### src/rtl/barcode_entry_controller_if.sv
// barcode_entry_controller_if
// Bundles the keypad, shift-register and lookup signals of the barcode entry
// controller.
//   slave  : the controller (consumes key/lookup inputs, drives the rest)
//   master : the surrounding logic / keypad / lookup side
// Signals:
//   KEY_VALID, KEY_CODE        held key from the keypad decoder
//   LOOKUP_DONE, LOOKUP_FOUND  lookup completion pulse and result
//   SR_DIGIT, SR_ENABLE        digit and shift strobe to the barcode register
//   SR_RESET_N                 active-low synchronous clear to the register
//   DIGIT_COUNT                digits accepted so far (0..4)
//   LOOKUP_REQ                 request held until LOOKUP_DONE
//   ITEM_ACCEPTED, ENTRY_ERROR, TIMEOUT   single-cycle event pulses
interface barcode_entry_controller_if;
    logic       KEY_VALID;
    logic [3:0] KEY_CODE;
    logic       LOOKUP_DONE;
    logic       LOOKUP_FOUND;
    logic [3:0] SR_DIGIT;
    logic       SR_ENABLE;
    logic       SR_RESET_N;
    logic [2:0] DIGIT_COUNT;
    logic       LOOKUP_REQ;
    logic       ITEM_ACCEPTED;
    logic       ENTRY_ERROR;
    logic       TIMEOUT;

    modport slave (
        input  KEY_VALID, KEY_CODE, LOOKUP_DONE, LOOKUP_FOUND,
        output SR_DIGIT, SR_ENABLE, SR_RESET_N, DIGIT_COUNT,
               LOOKUP_REQ, ITEM_ACCEPTED, ENTRY_ERROR, TIMEOUT
    );

    modport master (
        output KEY_VALID, KEY_CODE, LOOKUP_DONE, LOOKUP_FOUND,
        input  SR_DIGIT, SR_ENABLE, SR_RESET_N, DIGIT_COUNT,
               LOOKUP_REQ, ITEM_ACCEPTED, ENTRY_ERROR, TIMEOUT
    );
endinterface

### src/rtl/barcode_entry_controller.sv
// barcode_entry_controller
// Turns held keypad codes into single shift strobes for a 4-digit barcode
// register, clears the register on CLEAR/completion, and runs a request/done
// handshake with the product lookup block.
// Ports:
//   CLOCK    system clock
//   RESET_N  asynchronous active-low reset
//   bus      barcode_entry_controller_if.slave (key, lookup and register signals)
// Optional feature: define BARCODE_TIMEOUT_EN to enable the inactivity
// timeout in COLLECT (TIMEOUT_CYCLES, counter width CNT_W). Without it the
// TIMEOUT output is tied low and no counter exists.
//
// state   | meaning
// IDLE    | no digits collected, waiting for keys
// COLLECT | 1..4 digits collected, waiting for more digits / ENTER / CLEAR
// LOOKUP  | LOOKUP_REQ high, keys ignored until LOOKUP_DONE
module barcode_entry_controller #(
    parameter int TIMEOUT_CYCLES = 250000000,
    parameter int CNT_W          = 28
) (
    input  logic                             CLOCK,
    input  logic                             RESET_N,
    barcode_entry_controller_if.slave        bus
);
    localparam logic [1:0] ST_IDLE    = 2'd0;
    localparam logic [1:0] ST_COLLECT = 2'd1;
    localparam logic [1:0] ST_LOOKUP  = 2'd2;

    localparam logic [3:0] CODE_CLEAR = 4'hA;
    localparam logic [3:0] CODE_ENTER = 4'hB;
    localparam logic [2:0] MAX_DIGITS = 3'd4;

    if ((64'(TIMEOUT_CYCLES) >> CNT_W) != 64'd0) begin : g_cnt_w_check
        $error("CNT_W too narrow for TIMEOUT_CYCLES");
    end

    logic [1:0] state;
    logic       key_q;
    logic       evt_q;
    logic [3:0] code_q;
    logic [3:0] sr_digit;
    logic       sr_enable;
    logic       sr_reset_n;
    logic [2:0] digit_count;
    logic       lookup_req;
    logic       item_accepted;
    logic       entry_error;
    logic       timeout;

    logic is_digit;
    logic is_clear;
    logic is_enter;
    logic key_accept;
    logic timeout_hit;

    assign is_digit   = (code_q <= 4'd9);
    assign is_clear   = (code_q == CODE_CLEAR);
    assign is_enter   = (code_q == CODE_ENTER);
    // Keys are dead in LOOKUP; codes C..F are never acted on.
    assign key_accept = evt_q && (state != ST_LOOKUP) && (is_digit || is_clear || is_enter);

`ifdef BARCODE_TIMEOUT_EN
    localparam logic [CNT_W-1:0] TMO_LAST = CNT_W'(TIMEOUT_CYCLES - 1);

    logic [CNT_W-1:0] tmo_cnt;

    always_ff @(posedge CLOCK or negedge RESET_N) begin
        if (!RESET_N) begin
            tmo_cnt <= '0;
        end else if ((state != ST_COLLECT) || key_accept || timeout_hit) begin
            tmo_cnt <= '0;
        end else begin
            tmo_cnt <= tmo_cnt + 1'b1;
        end
    end

    // A key handled in the terminal cycle takes priority over the timeout.
    assign timeout_hit = (state == ST_COLLECT) && (tmo_cnt == TMO_LAST) && !key_accept;
`else
    assign timeout_hit = 1'b0;
`endif

    // Rising-edge detect; the code is captured with the edge so the FSM
    // acts on it one clock later.
    always_ff @(posedge CLOCK or negedge RESET_N) begin
        if (!RESET_N) begin
            key_q  <= 1'b0;
            evt_q  <= 1'b0;
            code_q <= 4'd0;
        end else begin
            key_q  <= bus.KEY_VALID;
            evt_q  <= bus.KEY_VALID & ~key_q;
            code_q <= bus.KEY_CODE;
        end
    end

    always_ff @(posedge CLOCK or negedge RESET_N) begin
        if (!RESET_N) begin
            state         <= ST_IDLE;
            sr_digit      <= 4'd0;
            sr_enable     <= 1'b0;
            sr_reset_n    <= 1'b0;
            digit_count   <= 3'd0;
            lookup_req    <= 1'b0;
            item_accepted <= 1'b0;
            entry_error   <= 1'b0;
            timeout       <= 1'b0;
        end else begin
            sr_enable     <= 1'b0;
            sr_reset_n    <= 1'b1;
            item_accepted <= 1'b0;
            entry_error   <= 1'b0;
            timeout       <= 1'b0;

            case (state)
                ST_IDLE, ST_COLLECT: begin
                    if (key_accept) begin
                        if (is_digit) begin
                            if (digit_count < MAX_DIGITS) begin
                                sr_digit    <= code_q;
                                sr_enable   <= 1'b1;
                                digit_count <= digit_count + 3'd1;
                                state       <= ST_COLLECT;
                            end else begin
                                entry_error <= 1'b1;
                            end
                        end else if (is_clear) begin
                            sr_reset_n  <= 1'b0;
                            digit_count <= 3'd0;
                            state       <= ST_IDLE;
                        end else if (digit_count == MAX_DIGITS) begin
                            lookup_req <= 1'b1;
                            state      <= ST_LOOKUP;
                        end else begin
                            entry_error <= 1'b1;
                        end
                    end else if (timeout_hit) begin
                        timeout     <= 1'b1;
                        sr_reset_n  <= 1'b0;
                        digit_count <= 3'd0;
                        state       <= ST_IDLE;
                    end
                end
                ST_LOOKUP: begin
                    if (bus.LOOKUP_DONE) begin
                        lookup_req    <= 1'b0;
                        sr_reset_n    <= 1'b0;
                        digit_count   <= 3'd0;
                        item_accepted <= bus.LOOKUP_FOUND;
                        entry_error   <= ~bus.LOOKUP_FOUND;
                        state         <= ST_IDLE;
                    end
                end
                default: begin
                    state <= ST_IDLE;
                end
            endcase
        end
    end

    assign bus.SR_DIGIT      = sr_digit;
    assign bus.SR_ENABLE     = sr_enable;
    assign bus.SR_RESET_N    = sr_reset_n;
    assign bus.DIGIT_COUNT   = digit_count;
    assign bus.LOOKUP_REQ    = lookup_req;
    assign bus.ITEM_ACCEPTED = item_accepted;
    assign bus.ENTRY_ERROR   = entry_error;
    assign bus.TIMEOUT       = timeout;
endmodule

### src/flat_wrapper.sv
// flat-port wrapper written by rule: the top's interface ports become plain ports
module barcode_entry_controller_flat 
#(
    parameter int TIMEOUT_CYCLES = 250000000,
    parameter int CNT_W          = 28
)
  (CLOCK, RESET_N, bus_KEY_VALID, bus_KEY_CODE, bus_LOOKUP_DONE, bus_LOOKUP_FOUND, bus_SR_DIGIT, bus_SR_ENABLE, bus_SR_RESET_N, bus_DIGIT_COUNT, bus_LOOKUP_REQ, bus_ITEM_ACCEPTED, bus_ENTRY_ERROR, bus_TIMEOUT);
  barcode_entry_controller_if bus_i ();
  input  logic CLOCK;
  input  logic RESET_N;
  input wire logic [$bits(bus_i.KEY_VALID)-1:0] bus_KEY_VALID;
  input wire logic [$bits(bus_i.KEY_CODE)-1:0] bus_KEY_CODE;
  input wire logic [$bits(bus_i.LOOKUP_DONE)-1:0] bus_LOOKUP_DONE;
  input wire logic [$bits(bus_i.LOOKUP_FOUND)-1:0] bus_LOOKUP_FOUND;
  output wire logic [$bits(bus_i.SR_DIGIT)-1:0] bus_SR_DIGIT;
  output wire logic [$bits(bus_i.SR_ENABLE)-1:0] bus_SR_ENABLE;
  output wire logic [$bits(bus_i.SR_RESET_N)-1:0] bus_SR_RESET_N;
  output wire logic [$bits(bus_i.DIGIT_COUNT)-1:0] bus_DIGIT_COUNT;
  output wire logic [$bits(bus_i.LOOKUP_REQ)-1:0] bus_LOOKUP_REQ;
  output wire logic [$bits(bus_i.ITEM_ACCEPTED)-1:0] bus_ITEM_ACCEPTED;
  output wire logic [$bits(bus_i.ENTRY_ERROR)-1:0] bus_ENTRY_ERROR;
  output wire logic [$bits(bus_i.TIMEOUT)-1:0] bus_TIMEOUT;
  assign bus_i.KEY_VALID = bus_KEY_VALID;
  assign bus_i.KEY_CODE = bus_KEY_CODE;
  assign bus_i.LOOKUP_DONE = bus_LOOKUP_DONE;
  assign bus_i.LOOKUP_FOUND = bus_LOOKUP_FOUND;
  assign bus_SR_DIGIT = bus_i.SR_DIGIT;
  assign bus_SR_ENABLE = bus_i.SR_ENABLE;
  assign bus_SR_RESET_N = bus_i.SR_RESET_N;
  assign bus_DIGIT_COUNT = bus_i.DIGIT_COUNT;
  assign bus_LOOKUP_REQ = bus_i.LOOKUP_REQ;
  assign bus_ITEM_ACCEPTED = bus_i.ITEM_ACCEPTED;
  assign bus_ENTRY_ERROR = bus_i.ENTRY_ERROR;
  assign bus_TIMEOUT = bus_i.TIMEOUT;
  barcode_entry_controller #(.TIMEOUT_CYCLES(TIMEOUT_CYCLES), .CNT_W(CNT_W)) u_core (.CLOCK(CLOCK), .RESET_N(RESET_N), .bus(bus_i));
endmodule
### config.mk
export PLATFORM = sky130hd
export DESIGN_NAME = barcode_entry_controller_flat
export DESIGN_NICKNAME = d
export VERILOG_FILES = /design/src/rtl/barcode_entry_controller_if.sv /design/src/rtl/barcode_entry_controller.sv /design/src/flat_wrapper.sv
export SDC_FILE = /design/constraint.sdc
export NUM_CORES = 1
export LEC_CHECK = 0
export CORE_MARGIN = 2
export CORE_UTILIZATION = 50
export DETAILED_ROUTE_END_ITERATION = 8
export GPL_ROUTABILITY_DRIVEN = 0
export HOLD_SLACK_MARGIN = 0.03
export PLACE_DENSITY = 0.84
export SYNTH_ARGS = -nofsm -noshare
export SYNTH_HDL_FRONTEND = slang
export SYNTH_SLANG_ARGS = --single-unit
### constraint.sdc
create_clock -name CLOCK -period 2.25 [get_ports CLOCK]
set_input_delay 0.45 -clock CLOCK [delete_from_list [all_inputs] [get_ports CLOCK]]
set_output_delay 0.45 -clock CLOCK [all_outputs]
set_load 0.1 [all_outputs]
==> flow_summary.toml <==
[status]
outcome = "complete, no violations"

[critical_path]
cp-start-kind = "flip-flop"
worst-path-buf-inv = 1
crit_type = "reg -> out"
cp.required_ns = 1.80
crit_arrival_ns = 1.17
crit_path_end_kind = "output port"
slowest_stage = "dfrtp_1"
cp_top_family = "flip-flops"
slowest_delay_ns = 0.52
critPathMaxFanout = 7
worstPathCellList = "buf_4"

[synth]
synthMuxAreaShare_pct = 6.79
synth_nets = 83
ys_seq_area_share_pct = 56.6
synth-edff-count = 0
ys.flop_type = "dfrtp_1"
syn_area_um2 = 885
avgSynthCellArea_um2 = 12.3
yosysWarnings = 0
yosys_register_bits = 20
synth-xor-area-share_pct = 0
synth_cell_types = 30
synthAdderAreaFrac_pct = 2.83
synth-simple-area-share_pct = 12.6
synth_top_family_by_area = "compound AO/OA/AOI/OAI gates"
synthArstFlopShare_pct = 100
synth-compound-area-share_pct = 15.7
synth_cells = 72

[grt]
grt_antenna_before_repair = 0
track_usage_pct = 18.0
overflow = 0
grt_pass1_wl_mm = 2.61
grt_pass1_vias = 594
grt_max_degree = 21

[clock_network]
clkTransAtPathRegs_ns = 0.11
clock_sinks = 20
cts_tree = "built"
cts_max_level = 1
clkLatencyLatePin_ns = 0.30
max-clock-path-buffers = 2
cts-buffers-inserted = 3
post_cts_resized = 0
cts-root-buf = "clkbuf_4"
post_cts_hold_buffer_count = 0
postCtsSetupBuffers = 0

[timing]
timing.final.crit_share_pct = 72.0
rsz0062_at_grt = "no"
final_hold_viol_count = 0
fin_tns_setup_ns = 0
maxClockFrequency_mhz = 617
finalSetupViolCount = 0
finClkSkew_ns = 0.00360
fin_crit_ns = 1.62
slew_violations = 0

[die]
dieWidth_um = 46.1
coreArea_um2 = 1690
io_pins = 22
fp-row-count = 15
die_h_um = 46.1
dieArea_um2 = 2120
initial_core_util_pct = 52.4

[placement]
io_buffers = 20
dp_hpwl_mm = 1.19

[detailed_routing]
drtIter0Drc = 16
drt-vias-per-instance = 5.50
drc = 0
firstDrtPassIters = 4
wirelength_mm = 1.58
ant_nets = 0
vias = 621
routedWlPerCell_um = 13.9

[cells_and_area]
multiInputGateArea_um2 = 339
fill_cells = 128
fin_nets = 108
diodes = 0
post_route_cells_drive_above_1_share_pct = 27.1
syn_to_final_growth_pct = 25.7
regArea_um2 = 500
final_util_pct = 65.9

[power_and_ir_drop]
leakage_nw = 0.551
peakVddDrop_uv = 804
power.density_nw_per_um2 = 1330

[worst_hold_path]
holdCritPathClass = "reg -> reg"

[flow_run]
maxCapViolCount = 0
## per-stage QoR
stage	hold WS (ns)	power [W]	std cells	setup WS, ns	area, µm²
global placement	0.385	0.00127	109	0.754	1080
finish	0.404	0.00148	113	0.629	1110
floorplan	0.154	0.00111	72	0.498	885
detailed placement	0.396	0.00128	109	0.732	1080
global route	0.421	0.00154	113	0.581	1110
CTS	0.411	0.00149	113	0.625	1110
## placed cells by master, fill, tap and decap left out, types with 2 or more instances in the layout
master / count
clkbuf_4: 3
dfrtp_1: 20
and2_1: 2
inv_1: 10
ha_1: 2
nor2b_1: 2
mux2_4: 4
nand3_1: 2
o211ai_1: 5
a31oi_1: 4
clkdlybuf4s50_1: 8
buf_4: 13
## logic make-up after synthesis
group,count (synthesis)
adders and majority gates,2
and+or+nand+nor,15
muxes,4
AOI/OAI and AO/OA,19
buffers and inverters,11
other,1
DFF,20
## registers in the layout, indices dropped and copies added, names as in the netlist
register / count
u_core.bus.DIGIT_COUNT: 3
u_core.bus.ENTRY_ERROR: 1
u_core.state: 2
u_core.bus.SR_DIGIT: 4
u_core.code_q: 4
u_core.evt_q: 1
u_core.bus.LOOKUP_REQ: 1
u_core.bus.ITEM_ACCEPTED: 1
u_core.key_q: 1
u_core.bus.SR_RESET_N: 1
u_core.bus.SR_ENABLE: 1
## cell usage after synthesis, drive strengths merged, types with 2 or more instances
| library cell | count | area (µm²) |
|---|---|---|
| o211ai | 5 | 37.5 |
| nand3 | 2 | 10.0 |
| ha | 2 | 25.0 |
| nor2b | 2 | 12.5 |
| inv | 10 | 37.5 |
| and2 | 2 | 12.5 |
| mux2 | 4 | 60.1 |
| dfrtp | 20 | 500 |
| a31oi | 4 | 25.0 |
| nand2 | 2 | 15.0 |
| o21ai | 2 | 13.8 |
## path summary, 6_finish.rpt
| check | startpoint | endpoint | slack (ns) | depth (start not counted) |
|---|---|---|---|---|
| max reg2reg | u_core.state[1] | u_core.bus.SR_DIGIT[0] | 0.86 | 3 |
| min in group asynchronous | RESET_N | u_core.bus.SR_DIGIT[3] | 0.46 | 2 |
| max in group asynchronous | RESET_N | u_core.key_q | 1.59 | 2 |
| max | u_core.bus.DIGIT_COUNT[2] | bus_DIGIT_COUNT[2] | 0.63 | 1 |
| min reg2reg | u_core.key_q | u_core.evt_q | 0.40 | 1 |
| min | u_core.key_q | u_core.evt_q | 0.40 | 1 |
## routing by layer
layer | global-route usage, % | routed length, µm
met1 | 23.3 | 690
met2 | 28.9 | 786
met3 | 2.35 | 58
met4 | 10.3 | 41
met5 | 0 | 0
## final cells by class
type / count / area share (%)
Clock buffer: 4 / 3.26
Tap cell: 17 / 1.91
Timing Repair Buffer: 21 / 16.0
Inverter: 10 / 3.37
Multi-Input combinational cell: 41 / 30.5
Sequential cell: 20 / 45.0
## power by group
group	total (W)	internal (W)	switching, W
registers	0.000505	0.000434	0.0000702
clock network	0.000205	0.0000988	0.000106
logic	0.000769	0.000192	0.000578
No activity file was read; power rests on OpenSTA's default activity.
